==> config.mk <==
export PLATFORM = sky130hd
export DESIGN_NAME = codeword_translator
export DESIGN_NICKNAME = d
export VERILOG_FILES = /design/src/rtl/codeword_translator.sv
export SDC_FILE = /design/constraint.sdc
export NUM_CORES = 1
export LEC_CHECK = 0
export ABC_AREA = 1
export ABC_CLOCK_PERIOD_IN_PS = 5820
export CAP_MARGIN = 20
export CELL_PAD_IN_SITES_DETAIL_PLACEMENT = 1
export CELL_PAD_IN_SITES_GLOBAL_PLACEMENT = 2
export CORE_MARGIN = 5
export CORE_UTILIZATION = 35
export CTS_CLUSTER_SIZE = 12
export DETAILED_ROUTE_END_ITERATION = 8
export PLACE_DENSITY_LB_ADDON = 0.05
export RECOVER_POWER = 100
export SYNTH_ARGS = -nofsm -noshare
export SYNTH_HDL_FRONTEND = slang
export SYNTH_SLANG_ARGS = --single-unit
export TNS_END_PERCENT = 20
==> constraint.sdc <==
create_clock -name clock -period 5.82 [get_ports clock]
set_input_delay 0.873 -clock clock [delete_from_list [all_inputs] [get_ports clock]]
set_output_delay 0.873 -clock clock [all_outputs]
set_load 0.05 [all_outputs]
==> src/rtl/codeword_translator.sv <==
// Backscatter codeword translator: clock/4 RF switch square wave, phase-rotated per symbol.
// Optional QUAD_PHASE_EN: 2-bit symbols with 90-degree phase steps.
module codeword_translator #(
  parameter int SYMBOL_CYCLES = 20,
  parameter int GUARD_SYMBOLS = 4,
  parameter int LEN_W         = 12
) (
  input  logic             clock,
  input  logic             reset,
  input  logic [1:0]       phase_in,
  input  logic             start,
  input  logic [LEN_W-1:0] frame_len,
  input  logic [1:0]       data_in,
  input  logic             data_valid,
  output logic             data_ready,
  output logic             rf_switch,
  output logic             busy,
  output logic             done,
  output logic             underrun
);

  localparam int CW = $clog2(SYMBOL_CYCLES);
  localparam int GW = $clog2(GUARD_SYMBOLS + 1);
  localparam int SW = (LEN_W > GW) ? LEN_W : GW;
  localparam logic [CW-1:0] CLAST = CW'(SYMBOL_CYCLES - 1);
  localparam logic [SW-1:0] GLAST =
    SW'((GUARD_SYMBOLS > 0) ? GUARD_SYMBOLS - 1 : 0);

  typedef enum logic [1:0] {
    IDLE,
    GUARD,
    SHIFT,
    DONE
  } state_e;

  state_e           state_q, state_d;
  logic [CW-1:0]    cyc_q, cyc_d;
  logic [SW-1:0]    sym_q, sym_d;
  logic [LEN_W-1:0] len_q, len_d;
  logic [LEN_W-1:0] acc_q, acc_d;
  logic [1:0]       buf_q, buf_d;
  logic             bvld_q, bvld_d;
  logic [1:0]       off_q, off_d;
  logic             und_q, und_d;
  logic             rf_q, rf_d;

  logic [1:0]    din_off;
  logic [1:0]    ph_sum;
  logic [SW-1:0] lenm1;
  logic          eos;
  logic          g_last;
  logic          s_last;
  logic          bnd;
  logic          xfer;

`ifdef QUAD_PHASE_EN
  assign din_off = data_in;
`else
  logic unused_d1;
  assign unused_d1 = data_in[1];
  assign din_off   = {data_in[0], 1'b0};
`endif

  assign ph_sum = phase_in + off_q;
  assign lenm1  = SW'(len_q) - SW'(1);
  assign eos    = (cyc_q == CLAST);
  assign g_last = (state_q == GUARD) && eos && (sym_q == GLAST);
  assign s_last = (state_q == SHIFT) && eos && (sym_q == lenm1);
  // The last symbol of a frame has no following symbol to load.
  assign bnd    = g_last || ((state_q == SHIFT) && eos && !s_last);

  assign busy       = (state_q == GUARD) || (state_q == SHIFT);
  assign done       = (state_q == DONE);
  assign data_ready = busy && !bvld_q && (acc_q < len_q);
  assign xfer       = data_valid && data_ready;
  assign underrun   = und_q || (bnd && !bvld_q && !xfer);
  assign rf_switch  = rf_q;

  always_comb begin
    state_d = state_q;
    cyc_d   = cyc_q;
    sym_d   = sym_q;
    len_d   = len_q;
    acc_d   = acc_q;
    buf_d   = buf_q;
    bvld_d  = bvld_q;
    off_d   = off_q;
    und_d   = und_q;
    rf_d    = 1'b0;

    unique case (state_q)
      IDLE: begin
        if (start) begin
          und_d  = 1'b0;
          acc_d  = '0;
          bvld_d = 1'b0;
          off_d  = 2'b00;
          cyc_d  = '0;
          sym_d  = '0;
          len_d  = frame_len;
          if (frame_len == '0) begin
            state_d = DONE;
          end else if (GUARD_SYMBOLS == 0) begin
            state_d = SHIFT;
          end else begin
            state_d = GUARD;
          end
        end
      end
      GUARD: begin
        rf_d  = phase_in[1];
        cyc_d = eos ? '0 : cyc_q + CW'(1);
        if (eos) begin
          sym_d = g_last ? '0 : sym_q + SW'(1);
        end
        if (g_last) begin
          state_d = SHIFT;
        end
      end
      SHIFT: begin
        rf_d  = ph_sum[1];
        cyc_d = eos ? '0 : cyc_q + CW'(1);
        if (eos) begin
          sym_d = sym_q + SW'(1);
        end
        if (s_last) begin
          state_d = DONE;
        end
      end
      DONE: begin
        state_d = IDLE;
      end
      default: begin
        state_d = IDLE;
      end
    endcase

    if (xfer) begin
      acc_d = acc_q + LEN_W'(1);
    end
    if (bnd) begin
      if (bvld_q) begin
        off_d  = buf_q;
        bvld_d = 1'b0;
      end else if (xfer) begin
        off_d = din_off;
      end else begin
        // Starved symbol goes out unrotated but still uses its slot.
        off_d = 2'b00;
        und_d = 1'b1;
        if (acc_q != len_q) begin
          acc_d = acc_q + LEN_W'(1);
        end
      end
    end else if (xfer) begin
      buf_d  = din_off;
      bvld_d = 1'b1;
    end
  end

  always_ff @(posedge clock) begin
    if (reset) begin
      state_q <= IDLE;
      cyc_q   <= '0;
      sym_q   <= '0;
      len_q   <= '0;
      acc_q   <= '0;
      buf_q   <= 2'b00;
      bvld_q  <= 1'b0;
      off_q   <= 2'b00;
      und_q   <= 1'b0;
      rf_q    <= 1'b0;
    end else begin
      state_q <= state_d;
      cyc_q   <= cyc_d;
      sym_q   <= sym_d;
      len_q   <= len_d;
      acc_q   <= acc_d;
      buf_q   <= buf_d;
      bvld_q  <= bvld_d;
      off_q   <= off_d;
      und_q   <= und_d;
      rf_q    <= rf_d;
    end
  end

endmodule

==> results of run 1 <==
==> cell usage after synthesis, types with 2 or more instances <==
cell type,instances
nor4_1,6
nand4_1,9
nor2_2,6
o21ai_0,34
xnor2_1,5
nand3b_1,3
inv_2,2
ha_1,22
nand3_2,3
nor2_1,55
xor2_1,14
a21oi_1,37
nand3_1,33
clkbuf_1,7
buf_6,2
or2_2,2
dfxtp_1,48
o21ai_1,2
buf_2,4
nor3_1,11
inv_1,74
nand2_1,177
nand2_2,7
nor3_2,3
==> report_power, final <==
part | internal (W) | switching, W
combinational | 0.000287 | 0.000624
clock | 0.0000975 | 0.000128
sequential | 0.000387 | 0.0000707
total | 0.000771 | 0.000822
==> critical path, delay by kind of cell (launching register included) <==
family	cells	cell delay, ps
and+or+nand+nor	13	1450
buffers and inverters	3	950
DFF	1	430
adders and majority gates	1	280
==> worst max path at each step <==
stage	start	to	slack [ps]	cells past startpoint
2_1_floorplan	state_q[0]	underrun	2860	8
3_3_place_gp	data_valid	underrun	1890	5
3_5_place_dp	data_valid	underrun	1900	5
4_1_cts	sym_q[0]	underrun	1650	8
5_1_grt	len_q[0]	underrun	1120	17
6_report	len_q[0]	underrun	1520	17
==> layer usage <==
metal / wire (microns) / track usage [%] / up-vias
met2: 4830 / 28.7 / 49
met3: 377 / 2.83 / 8
met4: 125 / 5.03 / 0
li1: - / - / 1885
met5: 0 / 0 / -
met1: 5640 / 25.5 / 1698
==> cell type report <==
type,count,area [sq um],share of cell area [%]
clock buffer,8,90.1,2.26
inverter,77,289,7.25
multi-input combinational,441,2250,56.4
sequential,48,961,24.1
tap,136,170,4.27
timing repair buffer,23,228,5.71
==> kinds of logic after synthesis <==
family                   synth area share [%]
AND/OR/NAND/NOR                          39.0
buffers and inverters                    10.1
AO/OA/AOI/OAI                            12.2
flip-flops                               26.5
adder cells (fa/ha/maj)                  7.60
XOR/XNOR                                 4.60
==> registers in the layout, summed over array words and instances, names as in the netlist <==
name,count
acc_q,12
len_q,12
sym_q,12
cyc_q,5
state_q,2
buf_q,1
bvld_q,1
off_q,1
rf_switch,1
und_q,1
==> through the flow <==
step	total power (W)	utilization [%]
after global placement	0.00137	38.7
after CTS	0.00163	39.6
final	0.00159	39.2
after floorplan	0.00114	-
after global routing	0.00176	39.2
after detailed placement	0.00139	38.7
==> results.toml, run 1 <==
[cells_and_area]
layout_commonest_cell = "nand2_1"
fillers = 1387
stdcell_count = 733
design_area_sq_um = 3990
diodes = 0
syn_to_final_growth_pct = 10.2
mostFrequentLayoutCells = "nand2_1, inv_1, nor2_1, dfxtp_1, a21oi_1"
drive_gt1_share_pct = 4.36
num-nets-final = 638

[synthesis]
ys_seq_area_share_pct = 26.5
synth-main-ff-cell = "dfxtp_1"
avgSynthCellArea_sq_um = 6.24
ys_types = 38
synth_top_cell_by_area = "dfxtp_1"
netlist_instances = 580
netlist_top_cells_area = "dfxtp_1, nand2_1, inv_1, ha_1, nor2_1"
synthesis.nets = 622
synth_edf_count = 0
synth_top_area_share_pct = 26.5
synth-seq-cells = 48
async_reset_ff_share_pct = 0
ys_warn_count = 0
syn-cell-area_sq_um = 3620

[hold_path]
hold_depth = 1
holdPathEnd = "cyc_q[3]"
min_from = "cyc_q[3]"
min_path_type = "reg2reg"

[sta]
rsz0062_at_grt = "false"
finalHoldViolations = 0
max_freq_mhz = 232
tightest_slew_ps = 1230
period_share_pct = 74.0
hold_ws_ps = 461
layout_setup_ws_ps = 1520
drv_slew = 0
setup_tns_ps = 0
slew_headroom_pct = 17.2
fin_crit_ps = 4300
finClkSkew_ps = 10.6
setup_viol = 0

[die]
dieHeight_microns = 112
ios = 25
die_x_microns = 112
core-area_sq_um = 10200
start_util_pct = 35.5
num_rows = 37
die-area_sq_um = 12500

[cts]
h-tree-depth = 2
cts_hold_buf = 0
cts_setup_buffers = 0
clk_latency_ps = 330
cts_tree = "built"
root_buffer = "clkbuf_8"
cts_sinks = 48
clockBufferDepth = 2
clkTransAtPathRegs_ps = 90
numCtsBuffers = 5
cts_resized = 0

[global_routing]
grt_max_degree = 30
grt_pass1_wl_microns = 18400
overflow = 0
antenna_found_initial = 0
grt.total_usage_pct = 18.1
grt_pass1_vias = 3727

[power]
pwr_density_cell_nw_per_um2 = 399
p_leak_nw = 1.84
peakVddDrop_mv = 0.216

[detailed_routing]
ant_nets = 0
drc = 0
drt_wl_total_microns = 11000
avgRoutedWirePerCell_microns = 15.0
vias = 3640
vias_per_cell = 4.97
drtIter0Drc = 145
dr.pass1.iters = 4

[run_status]
status = "complete, no violations"

[placement]
dp_hpwl_microns = 8580
place_inst = 725
place_congestion = 0.776
pre_cts_slack_ps = 1900
dpl_cell_area_sq_um = 3940
portBuffers = 22

[worst_setup_path]
r2r_setup_slack_ps = 2850
cp_cell_sequence = "inv_1, ha_1, inv_1, nand2_1, nand2_1, nand2_1, nand2_1, nand2_1, nor2_1, nand2_1, nor2_1, nand2_2, nand2_1, nand2_1, nand3_1, nand2_1, dlygate4sd3_1"
crit_required_ps = 4950
rr_worst_depth = 15
worst-path-max-fanout = 11
max_stage_delay_ps = 760
timing.rr.start = "len_q[0]"
cp-start-kind = "flop"
critical_path_class = "reg2out"
regToRegEndpoint = "buf_q[1]"
cp-end-kind = "primary output"
critPathSlowestCell = "dlygate4sd3_1"
arrival_ps = 3430
crit_top_cell = "nand2_1"

[run]
maxCapViolations = 0
Note: power is estimated with default switching activity, not from simulation.
==> inputs of run 2 (changes only) <==
Settings changed: ABC_CLOCK_PERIOD_IN_PS 5820 to 4090, CORE_UTILIZATION 35 to 32.
Clock period 5.82 ns to 4.09 ns, I/O delays scaled along.
==> run 2 against run 1 <==
Sequential power increased by 42%. Clock skew down 4.1 ps. Design area rose by 2.7%. Cell count rose by 1.2%. Non-clock buffer count grew 6. Total power is 50% higher. Via count increased by 1.9%. Sequential share of layout area shrank 0.63 points. Hold slack worse by 8.6 ps. Critical path depth unchanged. Critical path type unchanged.
==> results.toml, run 2 (synthesis gave the netlist of run 1 again) <==
[global_routing]
grt_max_degree = 29
grt_pass1_wl_microns = 19100
grt_pass1_vias = 3863
grt.total_usage_pct = 18.0
antenna_found_initial = 0
overflow = 0

[run_status]
status = "complete, no violations"

[hold_path]
holdPathEnd = "cyc_q[4]"
min_path_type = "reg2reg"
min_from = "cyc_q[4]"
hold_depth = 1

[worst_setup_path]
path_delay_family = "simple AND/OR/NAND/NOR gates"
max_stage_delay_ps = 760
crit_top_cell = "nand2_1"
timing.rr.start = "len_q[0]"
critPathSlowestCell = "dlygate4sd3_1"
worst-path-max-fanout = 4
cp-start-kind = "flop"
rr_worst_depth = 15
regToRegEndpoint = "buf_q[1]"
cp-end-kind = "primary output"
crit_required_ps = 3480
critical_path_class = "reg2out"
cp_cell_sequence = "inv_1, ha_1, inv_1, nand2_1, nand2_1, nand2_1, nand2_1, nand2_1, nor2_1, nand2_1, nor2_1, nand2_2, nand2_2, nand2_2, nand3_1, nand2_1, dlygate4sd3_1"
r2r_setup_slack_ps = 1010
crit_buf_inv = 3
arrival_ps = 3050

[power]
peakVddDrop_mv = 0.316
power_w = 0.00239
p_leak_nw = 1.87
pwr_density_cell_nw_per_um2 = 583

[sta]
finalHoldViolations = 0
fin_crit_ps = 3660
tightest_slew_ps = 1270
finClkSkew_ps = 6.55
max_freq_mhz = 273
rsz0062_at_grt = "false"
period_share_pct = 89.5
setup_viol = 0
slew_headroom_pct = 14.8
setup_tns_ps = 0
drv_slew = 0

[die]
start_util_pct = 33.0
dieHeight_microns = 116
num_rows = 38
core-area_sq_um = 11000
die-area_sq_um = 13500
ios = 25
die_x_microns = 116

[cts]
cts_resized = 0
clockBufferDepth = 2
root_buffer = "clkbuf_16"
cts_setup_buffers = 0
cts_tree = "built"
cts_hold_buf = 0
cts_sinks = 48
h-tree-depth = 2
clk_latency_ps = 300
numCtsBuffers = 5
clkTransAtPathRegs_ps = 70

[detailed_routing]
vias_per_cell = 5.00
dr.pass1.iters = 4
drc = 0
vias = 3710
avgRoutedWirePerCell_microns = 15.3
ant_nets = 0
drtIter0Drc = 124
drt_wl_total_microns = 11300

[placement]
portBuffers = 22
dp_hpwl_microns = 8870
place_congestion = 0.763
dpl_cell_area_sq_um = 3990

[cells_and_area]
diodes = 0
syn_to_final_growth_pct = 13.1
num-nets-final = 644
design_area_sq_um = 4090
drive_gt1_share_pct = 5.81
layout_commonest_cell = "nand2_1"
reg_top3 = "acc_q: 12 flops, len_q: 12 flops, sym_q: 12 flops"
mostFrequentLayoutCells = "nand2_1, inv_1, nor2_1, dfxtp_1, a21oi_1"

[run]
maxCapViolations = 0
[run 2: cell count changes in the layout (fill, tap and decap cells not counted), sizes merged]
cell           change
clkdlybuf4s50      +1
clkinv             +1
clkbuf             +1
buf                +2
dlygate4sd3        -1
clkinvlp           +1
[run 2: area by class of cell]
type | instances | area (sq um)
inverter | 77 | 289
clock buffer | 5 | 125
multi-input combinational | 441 | 2270
clock inverter | 2 | 12.5
timing repair buffer | 29 | 258
tap | 140 | 175
sequential | 48 | 961
fill | 1478 | 6890
[run 2: how the worst max path moves through the flow]
stage                    start  endpoint  slack (ps)  cells after the start
floorplan           state_q[0]  underrun        1390                      8
global placement      len_q[0]  underrun         820                     17
detailed placement    len_q[0]  underrun         790                     17
CTS                   len_q[0]  underrun         440                     17
global route          len_q[0]  underrun         190                     17
finish                len_q[0]  underrun         430                     17
[run 2: per-stage QoR]
step | instances | hold slack [ps] | utilization [%] | setup slack (ps)
after floorplan | 580 | 422 | - | 1390
after global placement | 735 | 437 | 36.3 | 821
after detailed placement | 735 | 448 | 36.3 | 789
after CTS | 742 | 459 | 37.6 | 437
after global routing | 742 | 468 | 37.3 | 191
final | 742 | 452 | 37.3 | 429
[run 2: where the power goes]
part	switching (W)	leakage [nW]	internal, W
clock	0.000208	0.0657	0.000223
sequential	0.000100	0.391	0.000550
combinational	0.000895	1.42	0.000412
total	0.00120	1.87	0.00119
[run 2: routing by layer]
layer / routed length, microns / share of wire [%] / track usage, % / up-vias
met2: 5080 / 45 / 29.0 / 33
met4: 130 / 1.1 / 4.64 / 0
li1: - / - / - / 1905
met1: 5860 / 52 / 25.2 / 1764
met3: 249 / 2.2 / 2.54 / 8
met5: 0 / 0 / 0 / -
==> inputs of run 3 (changes only) <==
Settings changed: TNS_END_PERCENT 20 to unset.
==> results of run 3 <==
Same layout as run 2: the final DEF is identical, and so are final timing and power.
==> RTL edit (flow settings as in run 2) <==
The 4 states of `state_e` get a Gray code encoding in 2 bits.
--- a/src/rtl/codeword_translator.sv
+++ b/src/rtl/codeword_translator.sv
@@ -29,6 +29,6 @@
   typedef enum logic [1:0] {
-    IDLE,
-    GUARD,
-    SHIFT,
-    DONE
+    IDLE  = 2'b00,
+    GUARD = 2'b01,
+    SHIFT = 2'b11,
+    DONE  = 2'b10
   } state_e;
Formal check against the unedited RTL: same outputs for any inputs over 10 cycles, from zero or initial values and one cycle with reset high; not proved beyond that.
==> RTL edit against run 2 <==
First-iteration DRC count up 50%. Wire length rose by 9.0%. Area after synthesis increased by 3.6%. Global-route usage hardly changed. Die area is 3.2% higher. Worst setup slack improved by 0.027 ns. Sequential cell count is the same. Final area grew 2.5%.
Power is not compared: it rests on default switching activity, and its combinational part moved more than twofold at a synthesized area within 25%.
==> RTL edit: results (changes against run 2) <==
[setup_path]
rr_startpoint = len_q[7]$_SDFFE_PP0P_
slowest_delay_ns = 0.70  ; -0.06 ns
reg2reg_setup_slack_ns = 0.68  ; -0.33 ns
crit_family = simple AND/OR/NAND/NOR gates
worstPathMaxFanout = 15  ; +11
cp.arrival_ns = 3.02  ; -0.03 ns
cp_slowest_cell = clkdlybuf4s50_1
r2r_end = acc_q[0]$_SDFF_PP0_
reg2reg_depth = 15  ; unchanged

[placed_design]
dpl_cell_area_um2 = 4110  ; +2.9%
hpwlAfterDp_mm = 9.53  ; +7.3%
gp_congestion = 0.843  ; +10%
dp_slack_ns = 0.807  ; +0.0172 ns
port_buffers = 22  ; unchanged
placedCellCount = 750  ; +2.0%

[final_layout]
layout.nonclk_buf_share_pct = 6.23  ; -0.064 points
drive_gt1_share_pct = 6.68  ; +0.86 points
clk_share_pct = 3.19  ; -0.17 points
inv_count = 80  ; +3.9%
clkbuf_count = 6  ; +1
fill_cells = 1505  ; +1.8%
final_cells = 757  ; +2.0%
seq_cell_count = 48  ; unchanged
seq_share_pct = 22.9  ; -0.57 points
antennaDiodeCount = 0  ; unchanged
multi_input_cells = 450  ; +2.0%
layout.nets = 650  ; +0.93%
fin_util_pct = 36.6  ; -0.68 points
multi_input_area_um2 = 2360  ; +3.9%

[routing]
drt_first_pass_iters = 6  ; +2
drt_wl_total_mm = 12.3  ; +9.0%
drtIter0Drc = 186  ; +50%
vias_per_cell = 4.99  ; -0.11%

[run_status]
status = finished, final reports clean

[sta]
fin_crit_ns = 3.63  ; -0.0268 ns
skew_ns = 0.00950  ; +0.00295 ns
fin_hold_ws_ns = 0.475  ; +0.0233 ns
worstMarginPinSlew_ns = 1.25  ; -0.0171 ns

[pwr]
p_per_area_nw_per_um2 = 303

[yosys]
seq_area_frac_synth_pct = 25.6  ; -0.91 points
yosysUniqueCellTypes = 41  ; +7.9%
synth_compound_area_share_pct = 11.5  ; -0.69 points
synth_xor_area_share_pct = 5.14  ; +0.54 points
synth.area.top_cells = dfxtp_1, nand2_1, inv_1
synth.net_count = 630  ; +1.3%
synthAdderAreaFrac_pct = 5.34  ; -2.3 points
synth_area_per_cell_um2 = 6.31  ; +1.1%
synthTopCellsByCount = nand2_1, inv_1, nand3_1, dfxtp_1, nor2_1

[hold_path]
hold_path_depth = 2  ; +1
hold_start = cyc_q[4]$_SDFFE_PP0P_

[clock_tree]
cts_made_buffers = 5  ; unchanged

[global_route]
track_usage_pct = 18.0  ; about the same
grt_max_degree = 35  ; +21%
grt_pass1_wl_mm = 20.4  ; +6.5%
grt_pass1_vias = 3942  ; +2.0%

[RTL edit: report_power, final]
group          switching, mW  leakage [nW]  total (mW)  internal (mW)
Combinational          0.234          1.39       0.348          0.114
Sequential            0.0238         0.391       0.512          0.488
Clock                  0.188        0.0667       0.411          0.223
Total                  0.446          1.85        1.27          0.825
[RTL edit: worst max path at each step]
stage | endpoint | from | cells past startpoint
2_1_floorplan | underrun | len_q[0]$_SDFFE_PP0P_ | 16
3_3_place_gp | underrun | len_q[0]$_SDFFE_PP0P_ | 15
3_5_place_dp | underrun | len_q[0]$_SDFFE_PP0P_ | 16
4_1_cts | underrun | len_q[0]$_SDFFE_PP0P_ | 16
5_1_grt | sym_q[9]$_SDFFE_PP0P_ | start | 11
6_report | underrun | len_q[0]$_SDFFE_PP0P_ | 16
[RTL edit: per-layer routing]
metal	vias up	wire [um]	track usage [%]
li1	1966	-	-
met1	1762	6450	26.2
met2	46	5440	27.9
met3	7	365	3.39
met4	0	93	3.23
met5	-	0	0
